<file path="config.mk">
export PLATFORM = sky130hd
export DESIGN_NAME = tx_share_ctrl_flat
export DESIGN_NICKNAME = d
export VERILOG_FILES = /design/src/rtl/tx_share_pkg.sv /design/src/rtl/tx_share_ctrl_if.sv /design/src/rtl/tx_share_ctrl_rr_arbiter.sv /design/src/rtl/tx_share_ctrl.sv /design/src/flat_wrapper.sv
export SDC_FILE = /design/constraint.sdc
export NUM_CORES = 1
export LEC_CHECK = 0
export ABC_AREA = 1
export CORE_ASPECT_RATIO = 1.5
export CORE_UTILIZATION = 35
export CTS_BUF_LIST = sky130_fd_sc_hd__clkbuf_4 sky130_fd_sc_hd__clkbuf_8
export DETAILED_ROUTE_END_ITERATION = 7
export MAX_ROUTING_LAYER = met4
export PLACE_DENSITY_LB_ADDON = 0.2
export RECOVER_POWER = 25
export SYNTH_ARGS = -nofsm -noshare
export SYNTH_HDL_FRONTEND = slang
export SYNTH_SLANG_ARGS = --single-unit
</file>
<file path="constraint.sdc">
create_clock -name clk -period 4.7 [get_ports clk]
set_input_delay 0.47 -clock clk [delete_from_list [all_inputs] [get_ports clk]]
set_output_delay 0.47 -clock clk [all_outputs]
set_load 0.005 [all_outputs]
</file>
<file path="src/rtl/tx_share_pkg.sv">
// Shared types and constants for the transmitter-sharing controller.
// Holds the controller FSM states, transmitter command codes and word-width derivation.
package tx_share_pkg;

  typedef enum logic [2:0] {
    S_IDLE,
    S_LAUNCH,
    S_WAIT,
    S_DONE,
    S_ABORT,
    S_GAP
  } ctrl_state_t;

  localparam logic [1:0] TX_CMD_IDLE = 2'd0;
  localparam logic [1:0] TX_CMD_SEND = 2'd2;

  function automatic int unsigned data_width(input int unsigned base);
    return 32'd1 << base;
  endfunction

endpackage

</file>
<file path="src/rtl/tx_share_ctrl_if.sv">
// Requester and transmitter signal bundle for tx_share_ctrl.
// The controller uses the slave modport; requesters and the transmitter use master.
interface tx_share_ctrl_if #(
  parameter int unsigned NUM_REQ         = 4,
  parameter int unsigned DATA_WIDTH_BASE = 5
);
  import tx_share_pkg::*;

  localparam int unsigned W  = data_width(DATA_WIDTH_BASE);
  localparam int unsigned IW = $clog2(NUM_REQ);

  logic [NUM_REQ-1:0]   req;
  logic [NUM_REQ*W-1:0] req_data;
  logic [NUM_REQ-1:0]   ack;
  logic                 ack_err;
  logic                 busy;
  logic [IW-1:0]        grant_idx;
  logic [1:0]           tx_state_in;
  logic [W-1:0]         tx_data;
  logic                 tx_finish_fsm;

  modport slave (
    input  req, req_data, tx_finish_fsm,
    output ack, ack_err, busy, grant_idx, tx_state_in, tx_data
  );

  modport master (
    output req, req_data, tx_finish_fsm,
    input  ack, ack_err, busy, grant_idx, tx_state_in, tx_data
  );

endinterface

</file>
<file path="src/rtl/tx_share_ctrl_rr_arbiter.sv">
// Combinational rotating-priority select: first set request at or after the pointer,
// wrapping around.
module rr_arbiter #(
  parameter int unsigned NUM_REQ = 4,
  parameter int unsigned IW      = $clog2(NUM_REQ)
) (
  input  logic [NUM_REQ-1:0] i_req,
  input  logic [IW-1:0]      i_ptr,
  output logic [IW-1:0]      o_winner,
  output logic               o_any
);

  int unsigned w_sum;
  logic [IW-1:0] w_idx;

  always_comb begin
    o_winner = '0;
    o_any    = 1'b0;
    w_sum    = 0;
    w_idx    = '0;
    for (int unsigned k = 0; k < NUM_REQ; k++) begin
      // pointer is always below NUM_REQ, so a single subtraction wraps
      w_sum = 32'(i_ptr) + k;
      if (w_sum >= NUM_REQ) w_sum = w_sum - NUM_REQ;
      w_idx = w_sum[IW-1:0];
      if (!o_any && i_req[w_idx]) begin
        o_any    = 1'b1;
        o_winner = w_idx;
      end
    end
  end

endmodule

</file>
<file path="src/rtl/tx_share_ctrl.sv">
// Shares one serial transmitter between NUM_REQ requesters: round-robin grant,
// one-cycle send command, wait for end-of-frame or watchdog abort, then ack.
module tx_share_ctrl
  import tx_share_pkg::*;
#(
  parameter int unsigned NUM_REQ         = 4,
  parameter int unsigned DATA_WIDTH_BASE = 5,
  parameter int unsigned TIMEOUT         = 1023
) (
  input logic           clk,
  input logic           rst,
  tx_share_ctrl_if.slave bus
);

  localparam int unsigned W  = data_width(DATA_WIDTH_BASE);
  localparam int unsigned IW = $clog2(NUM_REQ);
  localparam int unsigned CW = $clog2(TIMEOUT + 1);

  ctrl_state_t         r_state, w_next;
  logic [IW-1:0]       r_ptr;
  logic [CW-1:0]       r_wd;
  logic [NUM_REQ-1:0]  r_ack, w_ack;
  logic                r_ack_err, w_ack_err;
  logic                r_busy;
  logic [IW-1:0]       r_grant;
  logic [1:0]          r_tx_cmd, w_tx_cmd;
  logic [W-1:0]        r_tx_data;
  logic [IW-1:0]       w_winner;
  logic                w_any;
  logic [W-1:0]        w_words [NUM_REQ];

  rr_arbiter #(.NUM_REQ(NUM_REQ), .IW(IW)) u_arb (
    .i_req    (bus.req),
    .i_ptr    (r_ptr),
    .o_winner (w_winner),
    .o_any    (w_any)
  );

  always_comb begin
    for (int unsigned i = 0; i < NUM_REQ; i++) w_words[i] = bus.req_data[i*W +: W];
  end

  always_comb begin
    w_next = r_state;
    case (r_state)
      S_IDLE:          if (w_any) w_next = S_LAUNCH;
      S_LAUNCH:        w_next = S_WAIT;
      S_WAIT: begin
        if (bus.tx_finish_fsm)          w_next = S_DONE;
        else if (r_wd == CW'(TIMEOUT))  w_next = S_ABORT;
      end
      S_DONE, S_ABORT: w_next = S_GAP;
      S_GAP:           w_next = S_IDLE;
      default:         w_next = S_IDLE;
    endcase
  end

  // outputs are registered from the next state so they line up with the state they describe
  always_comb begin
    w_ack     = '0;
    w_ack_err = 1'b0;
    w_tx_cmd  = TX_CMD_IDLE;
    if (w_next == S_DONE || w_next == S_ABORT) w_ack[r_grant] = 1'b1;
    if (w_next == S_ABORT)  w_ack_err = 1'b1;
    if (w_next == S_LAUNCH) w_tx_cmd  = TX_CMD_SEND;
  end

  always_ff @(posedge clk or negedge rst) begin
    if (!rst) begin
      r_state   <= S_IDLE;
      r_ptr     <= '0;
      r_wd      <= '0;
      r_ack     <= '0;
      r_ack_err <= 1'b0;
      r_busy    <= 1'b0;
      r_grant   <= '0;
      r_tx_cmd  <= TX_CMD_IDLE;
      r_tx_data <= '0;
    end else begin
      r_state   <= w_next;
      r_ack     <= w_ack;
      r_ack_err <= w_ack_err;
      r_busy    <= (w_next != S_IDLE);
      r_tx_cmd  <= w_tx_cmd;
      if (r_state == S_IDLE && w_any) begin
        r_grant   <= w_winner;
        r_tx_data <= w_words[w_winner];
      end
      if (r_state == S_LAUNCH)    r_wd <= '0;
      else if (r_state == S_WAIT) r_wd <= r_wd + 1'b1;
      if (r_state == S_DONE || r_state == S_ABORT)
        r_ptr <= (r_grant == IW'(NUM_REQ - 1)) ? '0 : r_grant + 1'b1;
    end
  end

  assign bus.ack         = r_ack;
  assign bus.ack_err     = r_ack_err;
  assign bus.busy        = r_busy;
  assign bus.grant_idx   = r_grant;
  assign bus.tx_state_in = r_tx_cmd;
  assign bus.tx_data     = r_tx_data;

endmodule

</file>
<file path="src/flat_wrapper.sv">
// flat-port wrapper written by rule: the top's interface ports become plain ports
module tx_share_ctrl_flat import tx_share_pkg::*;
#(
  parameter int unsigned NUM_REQ         = 4,
  parameter int unsigned DATA_WIDTH_BASE = 5,
  parameter int unsigned TIMEOUT         = 1023
)
  (clk, rst, bus_req, bus_req_data, bus_tx_finish_fsm, bus_ack, bus_ack_err, bus_busy, bus_grant_idx, bus_tx_state_in, bus_tx_data);
  tx_share_ctrl_if #(.NUM_REQ(NUM_REQ), .DATA_WIDTH_BASE(DATA_WIDTH_BASE)) bus_i ();
  input logic clk;
  input logic rst;
  input wire logic [$bits(bus_i.req)-1:0] bus_req;
  input wire logic [$bits(bus_i.req_data)-1:0] bus_req_data;
  input wire logic [$bits(bus_i.tx_finish_fsm)-1:0] bus_tx_finish_fsm;
  output wire logic [$bits(bus_i.ack)-1:0] bus_ack;
  output wire logic [$bits(bus_i.ack_err)-1:0] bus_ack_err;
  output wire logic [$bits(bus_i.busy)-1:0] bus_busy;
  output wire logic [$bits(bus_i.grant_idx)-1:0] bus_grant_idx;
  output wire logic [$bits(bus_i.tx_state_in)-1:0] bus_tx_state_in;
  output wire logic [$bits(bus_i.tx_data)-1:0] bus_tx_data;
  assign bus_i.req = bus_req;
  assign bus_i.req_data = bus_req_data;
  assign bus_i.tx_finish_fsm = bus_tx_finish_fsm;
  assign bus_ack = bus_i.ack;
  assign bus_ack_err = bus_i.ack_err;
  assign bus_busy = bus_i.busy;
  assign bus_grant_idx = bus_i.grant_idx;
  assign bus_tx_state_in = bus_i.tx_state_in;
  assign bus_tx_data = bus_i.tx_data;
  tx_share_ctrl #(.NUM_REQ(NUM_REQ), .DATA_WIDTH_BASE(DATA_WIDTH_BASE), .TIMEOUT(TIMEOUT)) u_core (.clk(clk), .rst(rst), .bus(bus_i));
endmodule
</file>
Yosys cells after proc, flatten, opt, wreduce, memory -nomap -nowiden:

Cells that the tools add are included.
Widths: inputs -> output; s select.

* memories kept: 0
* RAM bits: 0
* ROM bits: 0
* latch bits: 0
* input port bits: 135
* bits in registers: 57

* reduce and logical (&&, ||, !) cells: 14
* multiply operators: 0
* muxes and demuxes: 35
* shifts and indexed selects: 0
* equal/unequal tests: 9
* magnitude comparators: 11
* bitwise gates (word level): 1
* add/subtract/negate cells: 9
* div/mod/pow operators: 0

Operator list (count)
* $bmux 32 s2: 1
* $mux 32: 2
* $mux 10: 2
* $mux 2: 10
* $lt 2x3->1 const B: 5
* $ge 3x3->1 const B: 4
* $pmux 3 s4: 1
* $add 10x1->10 const B: 1
* $eq 10x10->1 const B: 1
* $mux 1: 10
* $eq 3x2->1 const B: 3
* $mux 3: 3
* $bmux 1 s2: 4
* $sub 2x1->2 const B: 4
* $add 2x2->3 const B: 2
* $eq 3x1->1 const B: 2
* $eq 3x3->1 const B: 2
* $logic_and 1x1->1: 5
* $mux 4: 1
* $add 2x1->3 const B: 1
* $ge 2x3->1 const B: 1
* $logic_not 1->1: 3
* $logic_not 3->1: 1
* $not 2->3: 1
* other kinds (8): 9

Logic depth before layout (Yosys ltp):

Gate-level depths: netlist of the first run.

* word-level depth: 19
* depth in mapped cells: 15
* depth with buffers taken out: 14

Hierarchy:

Synthesis of the first run repeated with hierarchy kept, for this count alone.

* cells, all modules: 516
* area total of the unflattened synthesis: 3558.4 um^2

By module, submodules not included
* tx_share_ctrl: area an instance 3239.4 um^2, sequential area each 1401.3 um^2, cells an instance 457, instances 1
* rr_arbiter: area an instance 319.1 um^2, sequential area each 0.0 um^2, cells an instance 59, instances 1

Least setup slack after synthesis of the first run:

OpenSTA, ideal clock, no wires.

* path kind: reg-to-reg
* start point: register u_core.r_ptr[0]
* end point: register u_core.r_tx_data[1] (netlist: u_core.bus.tx_data[1])
* buffers on the path: 2
* slack: 2955 ps
* arrival: 1621 ps
* period minus slack after synthesis: 1745 ps
* stages on the path, launching flop included: 14
* path through: dfrtp_1 buf_4 nand2_2 nand2_2 nand2_1 nand2_2 nor2_4 nand3_2 nand2_4 nand2_4 buf_6 or2_0 nand3_1 nand3_1

* longest elaborated chain between the ends: 18
* elaborated cells between the ends (all ways): 42
* those cells by class: add/sub (7); order compare (4); mux (23); bitwise (1); reduce/logical (7)

Ends and longest elaborated chain
* start: declaration: RTL line tx_share_ctrl.sv:20 `logic [IW-1:0] r_ptr;`
* start signal: assignment: RTL line tx_share_ctrl.sv:92 `r_ptr <= (r_grant == IW'(NUM_REQ - 1)) ? '0 : r_grant + 1'b1;`
* branches (longest 18 deep; another with $add 2x1->3)
* end signal: assignment: RTL line tx_share_ctrl.sv:87 `r_tx_data <= w_words[w_winner];`
* end: declaration: RTL line tx_share_ctrl.sv:27 `logic [W-1:0] r_tx_data;`

Parallel ways; which one is timed is not known. The select of a mux whose other input is x is not followed.
A chain may end at the register's enable or synchronous reset.

Final worst setup path of the first run:

* start point: register u_core.r_ptr[0]
* end point: register u_core.r_tx_data[4] (netlist: u_core.bus.tx_data[4])

The elaborated chain is that of the path after synthesis.

==> results.toml, run 1 <==
[synthesis]
yosys_warnings = 0
syn_area_um2 = 4020
synth-edff-count = 0
synth_flop_cell = "dfrtp_1"
yosys-top-cells-area = "dfrtp_1 (35%), nand2_1 (19%), nand3_1 (13%), inv_1 (11%), or2_0 (3.1%)"
synth_cells = 620
syn-num-nets = 760
async_reset_ff_share_pct = 100
synth-seq-area-share_pct = 34.9
synth.most_common_cell = "nand2_1"
synth_cell_types = 32
yosys-top-cells-count = "nand2_1 (201), inv_1 (121), nand3_1 (108)"
synth_top_area_share_pct = 34.9
ys_ff_latch = 56
syn_area_per_cell_um2 = 6.48
yosysTopAreaCell = "dfrtp_1"

[timing]
fmax_ghz = 0.324
final_hold_viol_count = 0
setup_viol = 0
finClkSkew_ns = 0.0103
fin_crit_ns = 3.08
setup_ws_ns = 1.62
slew_violations = 57
slew_headroom_pct = -101
tightest_slew_ns = 3.02
fin_setup_tns_ns = 0
post-route-period-util_pct = 65.6
rsz0062_at_grt = "false"

[global_routing]
grt_pass1_wl_um = 19500
antenna_found_initial = 0
grt_max_degree = 88
grt_pass1_vias = 4354
gr-total-overflow = 0
track_usage_pct = 21.3

[cts]
h-tree-depth = 2
postCtsSetupBuffers = 0
clock_path_buffers = 2
numCtsBuffers = 5
tritoncts = "done"
ctsHoldBuffers = 0
cts.repair.resized = 0
cts_sinks = 56
clk_latency_ns = 0.31
path_clk_slew_ns = 0.10
root_buffer = "clkbuf_8"

[placement]
gp_congestion = 0.879
port_buffers = 175
pre_cts_ws_ns = 1.37
dp_cells = 917
hpwl_um = 9170

[pwr]
pwr_density_cell_nw_per_um2 = 614
p_total_mw = 3.60
ir_worst_vdd_v = 0.000462
power_leakage_nw = 3.01

[die]
initial_core_util_pct = 36.2
io_pins = 177
die_w_um = 89.5
chipHeight_um = 133
fp.dieArea_um2 = 11900
rows = 47
core_um2 = 11100

[worst_setup_path]
cp_max_fo = 39
r2r_slack_ns = 1.62
cp.required_ns = 4.95
ff2ff_path_depth = 9
startpoint = "u_core.r_ptr[0]"
endpoint_kind = "register"
cp-endpoint = "u_core.bus.tx_data[4]"
r2r_start = "u_core.r_ptr[0]"
r2r-end = "u_core.bus.tx_data[4]"
crit_type = "register to register"
worst-endpoint-arrival_ns = 3.33
startpoint_type = "register"

[drt]
post-route-drc-count = 0
drt-initial-drc-count = 201
avgRoutedWirePerCell_um = 12.8
vias = 4338
viasPerCell = 4.69
postRouteAntennaNets = 0
firstDrtPassIters = 5
drt_wl_total_um = 11800

[final_layout]
drive_gt1_share_pct = 4.11
fin_nets = 917
fin_util_pct = 52.8
multi_input_area_um2 = 1940
layout.area.seq_um2 = 1400
area_delta_synth_final_pct = 45.9
n_fill_cell = 1079
n_antenna_cell = 0
fin_cells = 925

[status]
status = "complete, but fails checks"
violations = "max-capacitance violations, max-slew violations"

[min_path]
hp-class = "register to register"
hold-path-cell-count = 2

[job]
cap_violations = 1
==> logic make-up after synthesis <==
group,share of synthesized area (%)
fa+ha+maj,1.56
xor+xnor,0.218
compound gates,2.96
other cells,0.0933
flops,34.9
buf+inv,16.8
simple gates,43.5
==> how the worst min path moves through the flow <==
stage | end | slack [ns] | from
after floorplan | u_core.bus.ack[0] | 0.17 | rst
after global routing | u_core.bus.tx_data[31] | 0.53 | u_core.bus.tx_data[31]
final | u_core.bus.tx_data[31] | 0.50 | u_core.bus.tx_data[31]
after CTS | u_core.bus.tx_data[23] | 0.32 | rst
after detailed placement | u_core.bus.tx_data[10] | 0.47 | u_core.bus.tx_data[10]
after global placement | u_core.bus.tx_data[10] | 0.47 | u_core.bus.tx_data[10]
==> placed cells by master (no fill, tap or decap), types with 2 or more instances in the layout <==
cell	count
a21oi_1	3
buf_4	2
clkbuf_4	2
clkbuf_8	6
clkdlybuf4s50_1	174
dfrtp_1	56
ha_1	5
inv_1	121
inv_2	5
nand2_1	201
nand2_2	8
nand2_4	2
nand3_1	108
nand3_2	3
nand3b_1	12
nand4_1	3
nor2_1	16
nor2_2	2
nor3_1	4
o21ai_0	11
o22ai_1	2
or2_0	20
==> sequential cells by signal (all words and copies together), names as in the netlist <==
name	cells
u_core.r_wd	10
u_core.bus.tx_state_in	1
u_core.bus.grant_idx	2
u_core.bus.busy	1
u_core.r_ptr	2
u_core.r_state	3
u_core.bus.tx_data	32
u_core.bus.ack	4
u_core.bus.ack_err	1
==> layer usage <==
layer,track usage (%),part of all wire [%]
met5,-,0
met4,5.47,1.8
met3,3.22,4.7
met2,38.9,56
met1,23.4,38
==> per-stage QoR <==
stage               hold slack (ns)  cell area, um^2
floorplan                     0.174             4020
finish                        0.495             5860
CTS                           0.321             5870
global route                  0.526             5860
detailed placement            0.472             5770
global placement              0.466             5770
==> where the power goes <==
group          switching, mW  internal, mW  total, mW
Clock                  0.152         0.132      0.284
Sequential             0.139         0.686      0.825
Combinational           1.53         0.962       2.49
Total                   1.82          1.78       3.60
==> layout make-up <==
cell class / instances / share of cell area, %
sequential: 56 / 23.9
multi-input combinational: 410 / 33.1
inverter: 126 / 8.07
tap: 147 / 3.14
timing repair buffer: 178 / 30.1
clock buffer: 8 / 1.66
==> worst max-delay path: stages (launching register included) <==
cell and delay, ns:
dfrtp_1 0.62, inv_2 0.16, nand2_1 0.11, nand2_2 0.09, o21ai_1 0.20, nand3b_1 0.16
nand2_2 0.44, nor2_2 0.93, nand3_1 0.18, nand3_1 0.12
Power figures use the tool's default switching activity.
==> inputs of run 2 (changes only) <==
Clock period 4.7 ns to 2.48 ns, I/O delays scaled along.
==> results.toml, run 2 (same netlist as run 1, synthesis figures left out) <==
[status]
status = "finished clean"

[pwr]
power_leakage_nw = 3.08
p_total_mw = 7.14
switching_share_pct = 48.8
pwr_density_cell_nw_per_um2 = 1190
power_frac_clock_pct = 7.6
ir_worst_vdd_v = 0.000610
power.internal_mw = 3.66
seq_power_share_pct = 21.7
pwr-share-comb_pct = 70.8
switchingPower_mw = 3.48

[timing]
tightest_slew_ns = 1.05
timing.hold.ws_ns = 0.490
setup_viol = 0
fmax_ghz = 0.458
post-route-period-util_pct = 88.0
final_hold_viol_count = 0
finClkSkew_ns = 0.00627
slew_violations = 0
slew_headroom_pct = 29.9
fin_setup_tns_ns = 0
rsz0062_at_grt = "false"
fin_crit_ns = 2.18

[worst_setup_path]
crit_type = "register to register"
startpoint = "u_core.r_ptr[0]"
r2r-end = "u_core.bus.tx_data[15]"
worst-endpoint-arrival_ns = 2.38
cp.required_ns = 2.68
startpoint_type = "register"
cp_max_fo = 23
r2r_slack_ns = 0.30
r2r_start = "u_core.r_ptr[0]"
endpoint_kind = "register"
ff2ff_path_depth = 13

[placement]
gp_congestion = 0.917
dpl_cell_area_um2 = 5890
hpwl_um = 9600
port_buffers = 175

[final_layout]
final_common_cell = "nand2_1"
most-common-layout-cells = "nand2_1 (201), clkdlybuf4s50_1 (174), inv_1 (121)"
design_area_um2 = 5990
area_delta_synth_final_pct = 49.1
drive_gt1_share_pct = 5.68
largest_register_ffs = 32
n_antenna_cell = 0
fin_nets = 931

[min_path]
hp-class = "register to register"
min_to = "u_core.bus.tx_data[0]"
hold-path-cell-count = 2
hold_start = "u_core.bus.tx_data[0]"

[die]
rows = 47
initial_core_util_pct = 36.2
die_w_um = 89.5
chipHeight_um = 133
fp.dieArea_um2 = 11900
core_um2 = 11100
io_pins = 177

[drt]
viasPerCell = 4.67
vias = 4387
post-route-drc-count = 0
drt-initial-drc-count = 173
firstDrtPassIters = 4
postRouteAntennaNets = 0
drt_wl_total_um = 12000
avgRoutedWirePerCell_um = 12.7

[cts]
numCtsBuffers = 5
tritoncts = "done"
cts.repair.resized = 0
root_buffer = "clkbuf_8"
clk_latency_ns = 0.31
clock_path_buffers = 2
h-tree-depth = 2
cts_sinks = 56
path_clk_slew_ns = 0.10

[global_routing]
gr-total-overflow = 0
track_usage_pct = 21.8
antenna_found_initial = 0
grt_pass1_vias = 4450
grt_max_degree = 39
grt_pass1_wl_um = 19900

[job]
cap_violations = 0
==> run 2: cell count changes in the layout (fill, tap and decap cells not counted), sizes merged <==
cell | previous run | this run
buf | 3 | 14
clkbuf | 9 | 11
dlygate4sd3 | 0 | 1
==> run 2: how the worst max path moves through the flow <==
stage / to / slack, ns / cells past startpoint
5_1_grt: u_core.bus.tx_data[1] / 0.08 / 13
2_1_floorplan: u_core.bus.tx_data[1] / 0.73 / 13
3_5_place_dp: u_core.bus.tx_data[15] / 0.16 / 13
4_1_cts: u_core.bus.tx_data[15] / 0.31 / 13
3_3_place_gp: u_core.bus.tx_data[7] / 0.27 / 13
6_report: u_core.bus.tx_data[15] / 0.30 / 13
==> run 2: per-layer routing <==
layer / GRT usage [%] / vias up / share of wire (%)
met1: 24.0 / 2016 / 38
met3: 3.41 / 17 / 4.5
met5: - / - / 0
li1: - / 2218 / -
met2: 39.4 / 136 / 55
met4: 6.88 / 0 / 2.2
==> run 2: area by class of cell <==
class,count,area [um^2]
fill,1070,5120
timing repair buffer,192,1900
sequential,56,1400
multi-input combinational,410,1940
tap,147,184
inverter,126,473
clock buffer,8,97.6
==> run 2: timing repair <==
item	in CTS	in global routing
buffers inserted	0	0
endpoints found under the hold margin	18	0
setup endpoints to repair	0	0
hold buffers	1	0
==> run 2: power groups by stage <==
stage          registers, mW  logic, mW  clock network [mW]
4_1_cts                 1.55       5.09               0.553
3_5_place_dp            1.56       5.08                   0
3_3_place_gp            1.56       4.95                   0
2_1_floorplan           1.53       3.51                   0
6_report                1.55       5.05               0.539
5_1_grt                 1.59       5.72               0.594
==> run 2: through the flow <==
step                      setup WS (ns)  std cells  utilization (%)
after floorplan                   0.735        620                -
after global placement            0.272        930             53.0
after detailed placement          0.161        930             53.0
after CTS                         0.308        939             54.0
after global routing             0.0814        939             53.9
final                             0.298        939             53.9
==> run 2: critical path, stage by stage, from the launching register on <==
cell	delay, ns
dfrtp_1	0.40
buf_4	0.18
nand2_1	0.07
nand2_1	0.10
nand2_1	0.10
nand2_2	0.07
nor2_4	0.11
nand3_2	0.10
nand2_4	0.09
nand2_4	0.17
inv_2	0.36
nand2_1	0.12
nand3_1	0.10
nand3_1	0.08
==> inputs of run 3 (changes only) <==
Settings changed: CTS_BUF_LIST sky130_fd_sc_hd__clkbuf_4 sky130_fd_sc_hd__clkbuf_8 to sky130_fd_sc_hd__clkbuf_8, SKIP_CTS_REPAIR_TIMING set to 1.
==> results.toml, run 3 (same netlist as run 1, synthesis figures left out) <==
[drt]
vias = 4393
drt-initial-drc-count = 160
avgRoutedWirePerCell_um = 12.8
viasPerCell = 4.68
firstDrtPassIters = 5
post-route-drc-count = 0
postRouteAntennaNets = 0
drt_wl_total_um = 12000

[cts]
clk_latency_ns = 0.31
tritoncts = "done"
h-tree-depth = 2
root_buffer = "clkbuf_8"
numCtsBuffers = 5
path_clk_slew_ns = 0.10
clock_path_buffers = 2
cts_sinks = 56

[timing]
final_hold_viol_count = 0
finClkSkew_ns = 0.00660
fmax_ghz = 0.460
setup_viol = 0
tightest_slew_ns = 1.05
slew_violations = 0
post-route-period-util_pct = 87.6
rsz0062_at_grt = "false"
fin_setup_tns_ns = 0
timing.hold.ws_ns = 0.490
fin_crit_ns = 2.17
slew_headroom_pct = 30.0

[worst_setup_path]
cp_max_fo = 23
endpoint_kind = "register"
ff2ff_path_depth = 13
crit_type = "register to register"
worst-endpoint-arrival_ns = 2.37
cp-endpoint = "u_core.bus.tx_data[15]"
r2r-end = "u_core.bus.tx_data[15]"
cp.required_ns = 2.68
startpoint = "u_core.r_ptr[0]"
r2r_slack_ns = 0.31
r2r_start = "u_core.r_ptr[0]"
startpoint_type = "register"

[global_routing]
gr-total-overflow = 0
grt_pass1_vias = 4470
gr-usage-met1_pct = 24.0
top_usage_layer = "met2"
track_usage_pct = 21.9
grt_pass1_wl_um = 19900
use_met3_pct = 3.41
antenna_found_initial = 0
grt_max_degree = 39
met2_usage_pct = 39.4

[die]
core_um2 = 11100
chipHeight_um = 133
fp.dieArea_um2 = 11900
initial_core_util_pct = 36.2
die_w_um = 89.5
rows = 47
io_pins = 177

[final_layout]
fin_nets = 931
most-common-layout-cells = "nand2_1 (201), clkdlybuf4s50_1 (174), inv_1 (123)"
n_antenna_cell = 0
drive_gt1_share_pct = 5.43
area_delta_synth_final_pct = 48.9
largest_register_ffs = 32
final_common_cell = "nand2_1"

[status]
status = "finished clean"

[pwr]
power_leakage_nw = 3.08
p_total_mw = 7.12
pwr_density_cell_nw_per_um2 = 1190
ir_worst_vdd_v = 0.000610

[placement]
gp_congestion = 0.917
port_buffers = 175
hpwl_um = 9600

[job]
cap_violations = 0

[min_path]
hp-class = "register to register"
run 3: cell types whose count changed in the layout (fill, tap and decap cells not counted), sizes merged:
cell | previous run | this run
inv | 126 | 128
clkbuf | 11 | 9
run 3: worst min path at each step:
| stage | start | endpoint | slack (ns) | depth (start not counted) |
|---|---|---|---|---|
| after global placement | rst | u_core.r_ptr[0] | 0.22 | 1 |
| after global routing | u_core.bus.tx_data[19] | u_core.bus.tx_data[19] | 0.53 | 2 |
| after CTS | rst | u_core.r_ptr[0] | -0.12 | 1 |
| after floorplan | rst | u_core.bus.ack[0] | -0.05 | 0 |
| final | u_core.bus.tx_data[0] | u_core.bus.tx_data[0] | 0.49 | 2 |
| after detailed placement | rst | u_core.r_ptr[0] | 0.22 | 1 |
run 3: routing by layer:
| metal | part of all wire [%] | routed length, um | vias up |
|---|---|---|---|
| met3 | 4.6 | 549 | 17 |
| met1 | 38 | 4600 | 2018 |
| met2 | 55 | 6570 | 140 |
| met4 | 2.2 | 265 | 0 |
| li1 | - | - | 2218 |
| met5 | 0 | 0 | - |
run 3: final cells by class:
type / count / area (um^2)
Fill cell: 1068 / 5130
Multi-Input combinational cell: 410 / 1940
Timing Repair Buffer: 192 / 1900
Sequential cell: 56 / 1400
Inverter: 126 / 473
Tap cell: 147 / 184
Clock buffer: 6 / 82.6
Clock inverter: 2 / 7.51
run 3: worst max-delay path, stage by stage (launching register included):
cell	delay [ns]
dfrtp_1	0.40
buf_4	0.18
nand2_1	0.07
nand2_1	0.10
nand2_1	0.10
nand2_2	0.07
nor2_4	0.11
nand3_2	0.10
nand2_4	0.09
nand2_4	0.17
inv_2	0.36
nand2_1	0.12
nand3_1	0.10
nand3_1	0.08
run 3: power by group:
group | switching, mW | total [mW] | internal [mW]
sequential | 0.246 | 1.55 | 1.30
clock | 0.288 | 0.509 | 0.221
combinational | 2.96 | 5.06 | 2.10
run 3: stage by stage:
stage / utilization, % / worst slack (ns) / cells / cell area [um^2]
final: 53.9 / 0.308 / 939 / 5990
after detailed placement: 53.0 / 0.161 / 930 / 5890
after global routing: 53.9 / 0.0805 / 939 / 5990
after global placement: 53.0 / 0.272 / 930 / 5890
after floorplan: - / 0.735 / 620 / 4020
after CTS: 53.8 / 0.309 / 938 / 5980
